**src/rtl/traffic_pkg.sv**
```systemverilog
// Shared definitions for the traffic phase sequencer: lamp codes, phase
// states and a constant-evaluable clog2 used for index widths.
package traffic_pkg;

    localparam logic [1:0] LAMP_G  = 2'b00;
    localparam logic [1:0] LAMP_YG = 2'b01;
    localparam logic [1:0] LAMP_R  = 2'b10;
    localparam logic [1:0] LAMP_RY = 2'b11;

    typedef enum logic [2:0] {
        ST_ALLRED,
        ST_RY,
        ST_GREEN,
        ST_YG,
        ST_FLASH
    } state_t;

    // Width needed to hold values 0..value-1 (at least 1 bit for value >= 2).
    function automatic int clog2(input int value);
        int r;
        r = 0;
        for (int i = 0; i < 31; i++) begin
            if ((1 << i) < value) begin
                r = i + 1;
            end
        end
        return r;
    endfunction

endpackage

```
**src/rtl/phase_timer.sv**
```systemverilog
// Down-counting phase timer: loads a value on strobe, decrements while
// enabled and stops at zero (never wraps). zero reflects the registered count.
module phase_timer #(
    parameter int TMR_W   = 5,
    parameter int RST_VAL = 0
) (
    input  logic             clk,
    input  logic             reset,
    input  logic             load,
    input  logic             en,
    input  logic [TMR_W-1:0] load_val,
    output logic             zero
);

    logic [TMR_W-1:0] cnt_q;
    logic [TMR_W-1:0] cnt_d;

    // Load has priority over counting; the count saturates at zero.
    always_comb begin
        cnt_d = cnt_q;
        if (load) begin
            cnt_d = load_val;
        end else if (en && (cnt_q != '0)) begin
            cnt_d = cnt_q - 1'b1;
        end
    end

    // Count register, restarted at the all-red clearance value on reset.
    always_ff @(posedge clk) begin
        if (reset) begin
            cnt_q <= TMR_W'(RST_VAL);
        end else begin
            cnt_q <= cnt_d;
        end
    end

    assign zero = (cnt_q == '0);

endmodule

```
**src/rtl/traffic_phase_sequencer.sv**
```systemverilog
// N-approach traffic-light sequencer: round-robin green turns with
// parameter-set phase lengths, optional skipping of idle approaches and a
// flashing-yellow mode. All outputs decode registered state only.
module traffic_phase_sequencer
    import traffic_pkg::*;
#(
    parameter int N_LIGHTS = 4,
    parameter int TMR_W    = 5,
    parameter int T_ALLRED = 1,
    parameter int T_RY     = 2,
    parameter int T_GREEN  = 30,
    parameter int T_YG     = 2,
    parameter int T_FLASH  = 1,
    parameter int SKIP_EN  = 0
) (
    input  logic                          clk,
    input  logic                          reset,
    input  logic                          go,
    input  logic                          flash,
    input  logic [N_LIGHTS-1:0]           demand,
    output logic [2*N_LIGHTS-1:0]         sig,
    output logic [clog2(N_LIGHTS)-1:0]    active,
    output logic                          turn_start
);

    localparam int IDX_W = clog2(N_LIGHTS);

    state_t             state_q, state_d;
    logic [IDX_W-1:0]   idx_q, idx_d;
    logic               fl_ph_q, fl_ph_d;
    logic               turn_start_q, turn_start_d;

    logic               tmr_load;
    logic               tmr_en;
    logic [TMR_W-1:0]   tmr_val;
    logic               tmr_zero;

    logic [IDX_W-1:0]   rr_next;
    logic [IDX_W-1:0]   skip_next;
    logic               skip_found;
    logic [1:0]         lamp;

    phase_timer #(
        .TMR_W   (TMR_W),
        .RST_VAL (T_ALLRED - 1)
    ) u_timer (
        .clk      (clk),
        .reset    (reset),
        .load     (tmr_load),
        .en       (tmr_en),
        .load_val (tmr_val),
        .zero     (tmr_zero)
    );

    // Candidate next lights: plain successor, and the first requesting light
    // scanning from the successor round to the current light itself.
    always_comb begin
        int j;
        rr_next    = IDX_W'((int'(idx_q) + 1) % N_LIGHTS);
        skip_next  = idx_q;
        skip_found = 1'b0;
        j          = 0;
        for (int k = 1; k <= N_LIGHTS; k++) begin
            j = (int'(idx_q) + k) % N_LIGHTS;
            if (!skip_found && demand[IDX_W'(j)]) begin
                skip_found = 1'b1;
                skip_next  = IDX_W'(j);
            end
        end
    end

    // Next-state logic: flash overrides everything, go gates normal sequencing.
    always_comb begin
        state_d      = state_q;
        idx_d        = idx_q;
        fl_ph_d      = fl_ph_q;
        turn_start_d = 1'b0;
        tmr_load     = 1'b0;
        tmr_en       = 1'b0;
        tmr_val      = '0;
        if (flash) begin
            if (state_q != ST_FLASH) begin
                state_d  = ST_FLASH;
                fl_ph_d  = 1'b0;
                tmr_load = 1'b1;
                tmr_val  = TMR_W'(T_FLASH - 1);
            end else begin
                tmr_en = 1'b1;
                if (tmr_zero) begin
                    fl_ph_d  = ~fl_ph_q;
                    tmr_load = 1'b1;
                    tmr_val  = TMR_W'(T_FLASH - 1);
                end
            end
        end else if (state_q == ST_FLASH) begin
            state_d  = ST_ALLRED;
            tmr_load = 1'b1;
            tmr_val  = TMR_W'(T_ALLRED - 1);
        end else if (go) begin
            tmr_en = 1'b1;
            if (tmr_zero) begin
                tmr_load = 1'b1;
                case (state_q)
                    ST_ALLRED: begin
                        if ((SKIP_EN != 0) && !skip_found) begin
                            tmr_val = TMR_W'(T_ALLRED - 1);
                        end else begin
                            state_d      = ST_RY;
                            idx_d        = (SKIP_EN != 0) ? skip_next : rr_next;
                            turn_start_d = 1'b1;
                            tmr_val      = TMR_W'(T_RY - 1);
                        end
                    end
                    ST_RY: begin
                        state_d = ST_GREEN;
                        tmr_val = TMR_W'(T_GREEN - 1);
                    end
                    ST_GREEN: begin
                        state_d = ST_YG;
                        tmr_val = TMR_W'(T_YG - 1);
                    end
                    default: begin
                        state_d = ST_ALLRED;
                        tmr_val = TMR_W'(T_ALLRED - 1);
                    end
                endcase
            end
        end
    end

    // State registers; reset aborts any phase straight into all-red.
    always_ff @(posedge clk) begin
        if (reset) begin
            state_q      <= ST_ALLRED;
            idx_q        <= IDX_W'(N_LIGHTS - 1);
            fl_ph_q      <= 1'b0;
            turn_start_q <= 1'b0;
        end else begin
            state_q      <= state_d;
            idx_q        <= idx_d;
            fl_ph_q      <= fl_ph_d;
            turn_start_q <= turn_start_d;
        end
    end

    // Moore lamp decode: only the served light leaves red outside flash mode.
    always_comb begin
        sig  = '0;
        lamp = LAMP_R;
        for (int i = 0; i < N_LIGHTS; i++) begin
            lamp = LAMP_R;
            if (state_q == ST_FLASH) begin
                lamp = fl_ph_q ? LAMP_R : LAMP_YG;
            end else if (i == int'(idx_q)) begin
                case (state_q)
                    ST_RY:    lamp = LAMP_RY;
                    ST_GREEN: lamp = LAMP_G;
                    ST_YG:    lamp = LAMP_YG;
                    default:  lamp = LAMP_R;
                endcase
            end
            sig[2*i +: 2] = lamp;
        end
    end

    assign active     = idx_q;
    assign turn_start = turn_start_q;

endmodule

```
**config.mk**
```make
export PLATFORM = sky130hd
export DESIGN_NAME = traffic_phase_sequencer
export DESIGN_NICKNAME = d
export VERILOG_FILES = /design/src/rtl/traffic_pkg.sv /design/src/rtl/phase_timer.sv /design/src/rtl/traffic_phase_sequencer.sv
export SDC_FILE = /design/constraint.sdc
export NUM_CORES = 1
export LEC_CHECK = 0
export ABC_AREA = 1
export BUFFER_PORTS_ARGS = -buffer_cell sky130_fd_sc_hd__buf_2
export CAP_MARGIN = 20
export CORE_ASPECT_RATIO = 0.5
export CORE_MARGIN = 2
export CORE_UTILIZATION = 30
export DETAILED_ROUTE_END_ITERATION = 10
export SETUP_SLACK_MARGIN = 0.02
export SLEW_MARGIN = 10
export SYNTH_ARGS = -nofsm -noshare
export SYNTH_HDL_FRONTEND = slang
export SYNTH_SLANG_ARGS = --single-unit
export TNS_END_PERCENT = 5
```
**constraint.sdc**
```tcl
create_clock -name clk -period 3.7 [get_ports clk]
set_input_delay 0.74 -clock clk [delete_from_list [all_inputs] [get_ports clk]]
set_output_delay 0.74 -clock clk [all_outputs]
set_load 0.03 [all_outputs]
```
### Word-level counts from Yosys, hierarchy flattened

Cells that the tools add are included.
Widths: inputs -> output; s select.

* output and inout port bits: 11
* input port bits: 8
* bits in registers: 12

* add/subtract/negate cells: 2
* reduce and logical (&&, ||, !) cells: 14
* bitwise operators: 5
* mux-type cells: 35
* equality and inequality tests: 9

Operator list (number)
* $mux 5: 6
* $mux 2: 9
* $mux 3: 5
* $mux 1: 12
* $pmux 2 s3: 2
* $pmux 5 s2: 1
* $eq 3x2->1 const B: 2
* $reduce_bool 3->1: 2
* $logic_not 5->1: 1
* $not 1->1: 5
* $reduce_and 5->1: 1
* $reduce_bool 5->1: 1
* $reduce_or 5->1: 1
* $sub 5x1->5 const B: 1
* $eq 2x2->1 const A: 2
* $reduce_bool 2->1: 2
* $eq 3x1->1 const B: 1
* $eq 3x3->1 const B: 1
* $logic_not 3->1: 1
* $ne 3x3->1 const B: 1
* $reduce_and 3->1: 1
* $add 2x1->2 const B: 1
* $eq 1x2->1 const A: 1
* $logic_not 2->1: 1
* other kinds (4): 4

### Longest topological paths before layout

* depth in word-level cells: 8
* depth in mapped cells: 7
* gate-level depth less buffers: 7

### Cells and area by module

Synthesis repeated with hierarchy kept, for this count alone.

* cell total of the unflattened synthesis: 134
* area total of the unflattened synthesis: 880.8 µm²

Modules (own cells, without submodules)
* traffic_phase_sequencer: times used 1, area an instance 533.0 µm², sequential area each 140.1 µm², cells each 76
* phase_timer: times used 1, area an instance 347.8 µm², sequential area each 100.1 µm², cells each 58

### Worst setup path before layout

No wires, ideal clock.

* kind: register to output
* start point: reg idx_q[0], in the netlist active[0]
* end point: out sig[1]
* arrival time: 1381 ps
* data required time: 2960 ps
* buffers on the path: 0
* stages on the path, launching flop included: 4
* slack: 1579 ps
* cells stage by stage: dfxtp_1 > inv_1 > ha_1 > a21oi_1

* word-level cells in the longest chain between the ends: 3

Ends and longest elaborated chain
* start, declared: RTL line traffic_phase_sequencer.sv:29 `logic [IDX_W-1:0] idx_q, idx_d;`
* start signal, assigned: RTL line traffic_phase_sequencer.sv:135 `idx_q <= IDX_W'(N_LIGHTS - 1);`
* start signal, assigned: RTL line traffic_phase_sequencer.sv:140 `idx_q <= idx_d;`
* $logic_not 2->1: RTL line traffic_phase_sequencer.sv:154 `end else if (i == int'(idx_q)) begin`
* $mux 2: RTL line traffic_phase_sequencer.sv:154
* $mux 2: RTL line traffic_phase_sequencer.sv:152 `if (state_q == ST_FLASH) begin`
* end, declared: RTL line traffic_phase_sequencer.sv:21 `output logic [2*N_LIGHTS-1:0] sig,`

Every way passes these cells.

### Worst setup path in the final report

* start point: reg state_q[1]
* end point: out sig[4]

* word-level cells in the longest chain between the ends: 4

Ends and longest elaborated chain
* start, declared: RTL line traffic_phase_sequencer.sv:28 `state_t state_q, state_d;`
* start signal, assigned: RTL line traffic_phase_sequencer.sv:139 `state_q <= state_d;`
* $eq 3x2->1 or $eq 3x1->1 (tied branches): RTL line traffic_phase_sequencer.sv:155 `case (state_q)`
* $pmux 2 s3: RTL line traffic_phase_sequencer.sv:155
* $mux 2: RTL line traffic_phase_sequencer.sv:154
* $mux 2 *: RTL line traffic_phase_sequencer.sv:152

Every way passes the cells marked *; elsewhere a longest branch is shown, timed or not.

==> run metrics <==
status=completed; vias in the first global route=602; Synth Cell Area=797 um2; Final GP Congestion=0.757; CTS clock-pin slew for the worst setup and hold paths=60 ps; ys async rst share=0; RSZ-0062 raised after global routing=no; residual DRC count=0; DR iter-0 viols=59; MaxCap Viol Count=0; clk_skew=9.35 ps; Post-DP Area=908 um2; cts hold-fix bufs=0; first-pass detailed-route iteration total=4; final hold viol count=0; Seq/Total Area, Yosys=0.301; GRT Util Overall=0.112; I/O pin total=19; Max Root-Sink Buffers=2; biggest area consumer among synthesized cells=dfxtp_1; Worst Max-Slew Pin Slew=315 ps; Arr. time, crit path=1480 ps; largest net degree at the start of global routing=10; most frequent cell after synthesis=nand2_1; startpoint class of the critical path=flop; Slew HR=0.790; cts repair resizes=0; Die ar.=3110 um2; Nets=145; # setup viols final=0; area of the multi-input gates=492 um2; period utilisation layout=0.600; WL/cell=9.20 um; root buf cell=clkbuf_8; total clock buffers created by CTS=3; port bufs=14; path category of the worst min-delay check=flop to flop; yosys warns=0; R2R Setup Slk=2320 ps; Die Y=40.4 um; worst reg2reg path depth=7; Vias=725; layout cell share with drive strength beyond 1=0.260; Setup crit end kind=output port; first-pass GRT wire length=2660 um; Final Instance Area=963 um2; FF/Latch Area=240 um2; core area=2550 um2; syn avg cell area=6.99 um2; post-CTS setup repair buffer count=0; Die Wd=76.9 um; antenna cells=0; Fillers=280; Crit. Startpoint=state_q[1]; RR Endpoint=active[1]; Post-Syn Nets=127; clk sinks=12; most frequent cells after synthesis=29 x nand2_1, 13 x inv_1, 12 x a21oi_1, 12 x dfxtp_1, 9 x nor2_1; H-tree depth=1; top-area cell type share of the netlist area=0.301; area grow syn2layout=20.9%; Detail Route Antenna Nets=0; setup TNS=0 ps; clock latency at the later pin of the worst-skew pair=240 ps; #FFs+latches synth=12; Final Max Slew Viols=0; pwr/cell area=465 nW/um2; row count=13; top cells by area, synth=dfxtp_1 30%, nand2_1 14%, ha_1 7.8%, a21oi_1 7.5%, inv_1 6.1%; min-delay src=fl_ph_q; EDFF count, synth=0; initial antenna violation count=0; WS Path Type=flop to output port; final core occ=0.377; TritonCTS clock tree=built; Critical R2R Launch=u_timer.cnt_q[0]; ys flop type=dfxtp_1; Synth cell types=22; VDD IR max=0.000152 V; DP HPWL=1200 um; Hold Path Sink=fl_ph_q; Achievable Freq=450 MHz; fin crit period=2220 ps; Pleak=0.000474 uW; Initial Util=0.312; CP max FO=6; Via-to-Cell Ratio=4.32; worst endpoint required time=2960 ps; hold path depth=2; Post-Route WL=1550 um; total grt overflow=0; Cells after Synth=114
## worst max-delay path, stage by stage, from the launching register on
cell,delay [ps]
dfxtp_1,370
nor2_4,190
nand2_4,70
nor2_2,210
inv_1,120
nand2_1,70
buf_2,190
## routing by layer
layer,part of all wire,vias to the layer above,global-route usage
met4,0,0,0.0273
met2,0.42,21,0.191
met5,0,-,0
met3,0.056,0,0.0338
li1,-,397,-
met1,0.52,307,0.143
## sequential cells by signal, indices dropped and copies added (netlist names)
name	count
state_q	3
active	2
fl_ph_q	1
turn_start	1
u_timer.cnt_q	5
## through the flow
stage	power (uW)	std cells	hold slack (ps)	worst slack, ps
after floorplan	276	114	444	1580
after global placement	307	164	460	1760
after detailed placement	307	164	464	1760
after CTS	455	168	473	1480
after global routing	481	168	503	1360
final	448	168	473	1480
## how the worst max path moves through the flow
stage                     endpoint  slack (ps)
after floorplan             sig[1]        1580
after global placement      sig[4]        1760
after detailed placement    sig[6]        1760
after CTS                   sig[6]        1480
after global routing        sig[0]        1360
final                       sig[4]        1480
## final cells by class
type | count | share of cell area
Inverter | 16 | 0.0623
Sequential cell | 12 | 0.249
Multi-Input combinational cell | 85 | 0.510
Clock buffer | 4 | 0.0571
Tap cell | 37 | 0.0481
Timing Repair Buffer | 14 | 0.0727
## layout by cell type, fill, tap and decap left out, drive strengths merged
cell,count
nor3,2
nand4,1
buf,14
nand3,9
xor2,2
o21ai,6
a21oi,15
nor2,12
dfxtp,12
nand2,33
inv,16
ha,5
clkbuf,4
## power by group
group | leakage (uW) | switching [uW] | internal, uW | total, uW
combinational | 0.000346 | 98.1 | 49.1 | 147
clock | 0.0000288 | 50.3 | 94.0 | 144
sequential | 0.0000985 | 14.4 | 142 | 157
total | 0.000474 | 163 | 285 | 448
## cell families after synthesis
family / after synthesis / synth area share
buf+inv: 17 / 0.0816
simple gates: 57 / 0.361
xor+xnor: 2 / 0.0220
flops: 12 / 0.301
fa+ha+maj: 5 / 0.0785
compound gates: 21 / 0.155
Power figures use the tool's default switching activity.
